### config.mk
export PLATFORM = sky130hd
export DESIGN_NAME = nanomamba_weight_loader
export DESIGN_NICKNAME = d
export VERILOG_FILES = /design/src/rtl/nanomamba_weight_loader.sv
export SDC_FILE = /design/constraint.sdc
export NUM_CORES = 1
export LEC_CHECK = 0
export CAP_MARGIN = 20
export CORE_ASPECT_RATIO = 1.75
export CORE_MARGIN = 3
export CORE_UTILIZATION = 47
export DETAILED_ROUTE_END_ITERATION = 16
export GPL_TIMING_DRIVEN = 0
export PLACE_DENSITY_LB_ADDON = 0.1
export SLEW_MARGIN = 0
export SYNTH_ARGS = -nofsm -noshare
export SYNTH_HDL_FRONTEND = slang
export SYNTH_SLANG_ARGS = --single-unit
### constraint.sdc
create_clock -name clk -period 2.9 [get_ports clk]
set_input_delay 0.435 -clock clk [delete_from_list [all_inputs] [get_ports clk]]
set_output_delay 0.435 -clock clk [all_outputs]
set_load 0.05 [all_outputs]
### src/rtl/nanomamba_weight_loader.sv
// Weight SRAM write front end: unpacks a 32-bit AXI4-Stream of INT8 weights into byte writes.
// Optional checksum check against a host-supplied sum is enabled with NANOMAMBA_WLOAD_CHECKSUM_EN.
module nanomamba_weight_loader #(
    parameter int DEPTH  = 4736,
    parameter int ADDR_W = 13,
    parameter int DATA_W = 8,
    parameter int CNT_W  = 13
) (
    input  logic              clk,
    input  logic              rst,
    input  logic              start,
    input  logic [ADDR_W-1:0] base_addr,
    input  logic [CNT_W-1:0]  byte_count,
    input  logic [31:0]       s_axis_tdata,
    input  logic              s_axis_tvalid,
    output logic              s_axis_tready,
    input  logic              s_axis_tlast,
    output logic [ADDR_W-1:0] wr_addr,
    output logic [DATA_W-1:0] wr_data,
    output logic              wr_en,
    output logic              busy,
    output logic              done,
    output logic              error,
`ifdef NANOMAMBA_WLOAD_CHECKSUM_EN
    output logic [1:0]        err_code,
    input  logic [15:0]       exp_sum,
    output logic [15:0]       chk_sum
`else
    output logic [1:0]        err_code
`endif
);

    typedef enum logic [1:0] {IDLE, WAIT_WORD, UNPACK, FIN} state_t;

    state_t            state, state_n;
    logic [ADDR_W-1:0] cur_addr, cur_addr_n;
    logic [CNT_W-1:0]  remaining, remaining_n;
    logic [CNT_W-1:0]  rem_left;
    logic [31:0]       word, word_n;
    logic [1:0]        idx, idx_n;
    logic              busy_n, done_n, error_n;
    logic [1:0]        err_code_n;
    logic [DATA_W-1:0] cur_byte;
    logic              ovf;
    logic              accept;
`ifdef NANOMAMBA_WLOAD_CHECKSUM_EN
    logic [15:0]       exp_sum_q, exp_sum_n, chk_sum_n;
`endif

    // Handshake: a word transfers on any rising edge where s_axis_tvalid and s_axis_tready
    // are both high; tready depends only on registered state, never on tvalid.
    assign cur_byte      = DATA_W'(word >> {idx, 3'b000});
    assign ovf           = (cur_addr >= ADDR_W'(DEPTH));
    assign s_axis_tready = (state == WAIT_WORD) ||
                           ((state == UNPACK) && (idx == 2'd3) && (remaining > CNT_W'(1)) && !ovf);
    assign accept        = s_axis_tvalid && s_axis_tready;
    // Bytes still owed once the byte in flight this cycle (if any) has been written.
    assign rem_left      = (state == UNPACK) ? remaining - CNT_W'(1) : remaining;

    assign wr_en   = (state == UNPACK) && !ovf;
    assign wr_addr = (state == UNPACK) ? cur_addr : '0;
    assign wr_data = (state == UNPACK) ? cur_byte : '0;

    always_ff @(posedge clk) begin
        if (rst) begin
            state     <= IDLE;
            cur_addr  <= '0;
            remaining <= '0;
            word      <= '0;
            idx       <= '0;
            busy      <= 1'b0;
            done      <= 1'b0;
            error     <= 1'b0;
            err_code  <= 2'b00;
`ifdef NANOMAMBA_WLOAD_CHECKSUM_EN
            exp_sum_q <= '0;
            chk_sum   <= '0;
`endif
        end else begin
            state     <= state_n;
            cur_addr  <= cur_addr_n;
            remaining <= remaining_n;
            word      <= word_n;
            idx       <= idx_n;
            busy      <= busy_n;
            done      <= done_n;
            error     <= error_n;
            err_code  <= err_code_n;
`ifdef NANOMAMBA_WLOAD_CHECKSUM_EN
            exp_sum_q <= exp_sum_n;
            chk_sum   <= chk_sum_n;
`endif
        end
    end

    always_comb begin
        state_n     = state;
        cur_addr_n  = cur_addr;
        remaining_n = remaining;
        word_n      = word;
        idx_n       = idx;
        busy_n      = busy;
        done_n      = 1'b0;
        error_n     = 1'b0;
        err_code_n  = 2'b00;
`ifdef NANOMAMBA_WLOAD_CHECKSUM_EN
        exp_sum_n   = exp_sum_q;
        chk_sum_n   = chk_sum;
`endif
        case (state)
            IDLE: begin
                if (start) begin
`ifdef NANOMAMBA_WLOAD_CHECKSUM_EN
                    exp_sum_n = exp_sum;
                    chk_sum_n = '0;
`endif
                    if (byte_count != '0) begin
                        cur_addr_n  = base_addr;
                        remaining_n = byte_count;
                        busy_n      = 1'b1;
                        state_n     = WAIT_WORD;
                    end else begin
                        done_n = 1'b1;
                    end
                end
            end
            WAIT_WORD: ;
            UNPACK: begin
                if (ovf) begin
                    error_n    = 1'b1;
                    err_code_n = 2'b11;
                    busy_n     = 1'b0;
                    state_n    = IDLE;
                end else begin
                    cur_addr_n  = cur_addr + ADDR_W'(1);
                    remaining_n = remaining - CNT_W'(1);
                    idx_n       = idx + 2'd1;
`ifdef NANOMAMBA_WLOAD_CHECKSUM_EN
                    chk_sum_n   = chk_sum + 16'(cur_byte);
`endif
                    if (remaining == CNT_W'(1)) begin
                        busy_n  = 1'b0;
                        state_n = FIN;
`ifdef NANOMAMBA_WLOAD_CHECKSUM_EN
                        if (chk_sum_n != exp_sum_q) begin
                            error_n    = 1'b1;
                            err_code_n = 2'b00;
                        end else begin
                            done_n = 1'b1;
                        end
`else
                        done_n = 1'b1;
`endif
                    end else if (idx == 2'd3) begin
                        state_n = WAIT_WORD;
                    end
                end
            end
            FIN: state_n = IDLE;
            default: state_n = IDLE;
        endcase

        // tlast is judged against the bytes still owed at the moment the word is taken.
        if (accept) begin
            if (s_axis_tlast && (rem_left > CNT_W'(4))) begin
                error_n    = 1'b1;
                err_code_n = 2'b01;
                busy_n     = 1'b0;
                state_n    = IDLE;
            end else if (!s_axis_tlast && (rem_left <= CNT_W'(4))) begin
                error_n    = 1'b1;
                err_code_n = 2'b10;
                busy_n     = 1'b0;
                state_n    = IDLE;
            end else begin
                word_n  = s_axis_tdata;
                idx_n   = 2'd0;
                state_n = UNPACK;
            end
        end
    end

endmodule

==> run metrics <==
WL final=15300 um; Max-Slew Margin vs Limit=55.8%; first-pass GRT wire length=23800 um; # hold bufs at CTS=0; Placed Area=0.00527 mm^2; per-cell routed wire length=20.0 um; status=finished, violations left; largest net degree at the start of global routing=11; count leader, synth=nand2_1; Async SR Flop Fraction=0%; Mapped Cells=517; post-route cell area=0.00597 mm^2; Tcrit/Tclk final=104%; Final Util=68.4%; 1st-iter DRT viols=279; worst-skew pair later-pin latency=0.33 ns; root buffer cell=clkbuf_16; GP Congestion=0.930; top_reg_cell synth=dfxtp_1; fin nets=717; # H-tree levels=3; Clock Sinks=67; top cell type's share of synthesized area=31.7%; # port buffers=89; placeable core area=0.00873 mm^2; Syn Nets=592; warning count from the yosys run=0; CP endpoint kind=flip-flop; hold path depth=2; Pwr Total=4.44 mW; die area=0.0102 mm^2; Cell Pwr Density=744 mW/mm^2; Lkg Pwr=2.16 nW; Ports=91; max-cap violations=0; Yosys reg bits=67; Tmin final=3.01 ns; DRC=0; Die Ht=131 um; share of layout cells above drive strength 1=18.1%; GRT Overall Usage=29.6%; area leader, netlist=dfxtp_1; syn avg cell area=8.18 um^2; Max Clk Rate=0.333 GHz; hold crit path type=reg2reg; EDFF count, synth=0; TritonRoute pass-1 iters=4; RSZ-0062 raised after global routing=yes; die width=77.7 um; startpoint class of the critical path=flip-flop; synth-to-layout area growth=41.1%; R2R depth=13; via/cell ratio=6.09; Seq/Total Area, Yosys=31.7%; vias in the first global route=4680; Post-Syn Area=0.00423 mm^2; crit path DAT=3.26 ns; Data required, critical path=3.16 ns; ANT cells=0; violated checks=setup timing; Unique masters post-synth=69; skew final=0.00731 ns; cell row count=45; Synth top cells by count=nand2_1, dfxtp_1, mux2i_1; measured slew at the worst slew-check pin=0.663 ns; Routed Antenna Nets=0; Max Slew Vio Count=0; initial antenna violation count=0; Vias=4647; CTS max path bufs=2; Remaining Overflow, GRT=0; min setup slack post-route=-0.107 ns; Hold Vio Cnt, Final=0; setup violators final=22; WS Path Type=reg2reg; Worst VDD drop=489 uV; largest cells by area after synthesis=dfxtp_1, mux2i_1, nand2_1; Initial Utilization=48.5%; CTS tree=built; HPWL Detailed=10500 um; clk slew on worst S/H paths=0.05 ns; worst-path maximum fanout=7; CTS buffer count=9
report_power, final:
group | total (mW) | leakage, nW | switching, mW | internal [mW]
combinational | 2.19 | 1.49 | 1.18 | 1.01
clock | 0.990 | 0.126 | 0.394 | 0.596
sequential | 1.26 | 0.548 | 0.180 | 1.08
worst max-delay path: stages (launching register included):
cell	delay (ns)
dfxtp_4	0.37
inv_4	0.07
ha_4	0.14
or3b_4	0.41
or3_4	0.41
nand3b_1	0.11
a211oi_2	0.05
o221a_2	0.31
ha_4	0.28
nor3b_4	0.17
buf_6	0.20
buf_12	0.12
buf_12	0.11
mux2i_1	0.18
through the flow:
step | hold WS [ns] | worst slack (ns) | setup TNS [ns] | instances
6_report | 0.460 | -0.107 | -1.30 | 763
2_1_floorplan | 0.432 | 0.0163 | 0 | 517
4_1_cts | 0.457 | -0.0432 | -0.359 | 758
3_5_place_dp | 0.448 | -0.621 | -31.30 | 723
3_3_place_gp | 0.440 | -0.594 | -31.63 | 723
5_1_grt | 0.467 | -0.187 | -3.31 | 763
worst paths after layout:
check | start | slack [ns] | end
worst max register to register | remaining[0]$_SDFFE_PP0P_ | -0.11 | word[6]$_SDFFE_PP0P_
worst min register to register | word[11]$_SDFFE_PP0P_ | 0.46 | word[11]$_SDFFE_PP0P_
worst max-delay path | remaining[0]$_SDFFE_PP0P_ | -0.11 | word[6]$_SDFFE_PP0P_
worst min-delay path | word[11]$_SDFFE_PP0P_ | 0.46 | word[11]$_SDFFE_PP0P_
what timing repair did:
action	in CTS	in global routing
gates resized for setup	96	16
setup endpoints to repair	69	63
pin swaps	9	4
buffers inserted	20	9
gates cloned	3	0
registers in the layout, indices dropped and copies added, names as in the netlist, 2 cells and up:
signal	flops
err_code	2
remaining	13
cur_addr	13
idx	2
state	2
word	32
final cells by class:
type | count | area [um^2]
multi-input combinational | 392 | 2730
sequential | 67 | 1350
tap | 117 | 146
timing repair buffer | 117 | 1150
clock buffer | 13 | 250
clock inverter | 2 | 12.5
inverter | 16 | 65.1
buffer | 39 | 260
fill | 722 | 2760
cells in the final DEF, fill, tap and decap left out, types with 9 or more instances in the layout:
cell type,synthesis,layout
dfxtp_1,67,63
ha_1,12,9
clkdlybuf4s15_2,0,14
o21ai_0,27,26
nand2_1,90,90
clkbuf_1,34,25
a211oi_1,14,13
nand3_1,15,15
inv_1,14,12
buf_4,1,25
nor2_1,26,25
mux2i_1,37,36
nor3_1,17,16
clkdlybuf4s50_1,0,67
clkbuf_16,0,10
a21oi_1,28,28
and2_1,15,15
metal layers:
layer  vias to the layer above  track usage, %  wire length, um
met3                        61            6.10             1070
met2                       242            53.1             8120
met5                         -               0                0
li1                       2141               -                -
met4                         0            18.6              858
met1                      2203            30.4             5250
cell families (layout without fill, tap and decap cells):
logic type | count (synthesis) | count (layout) | synth area share (%)
AND/OR/NAND/NOR | 205 | 205 | 23.6
adder cells (fa/ha/maj) | 12 | 12 | 3.55
XOR/XNOR | 2 | 2 | 0.414
flip-flops | 67 | 67 | 31.7
multiplexers | 47 | 47 | 13.6
buffers and inverters | 58 | 187 | 6.60
AO/OA/AOI/OAI | 126 | 126 | 20.5
(Power assumes the default switching activity.)
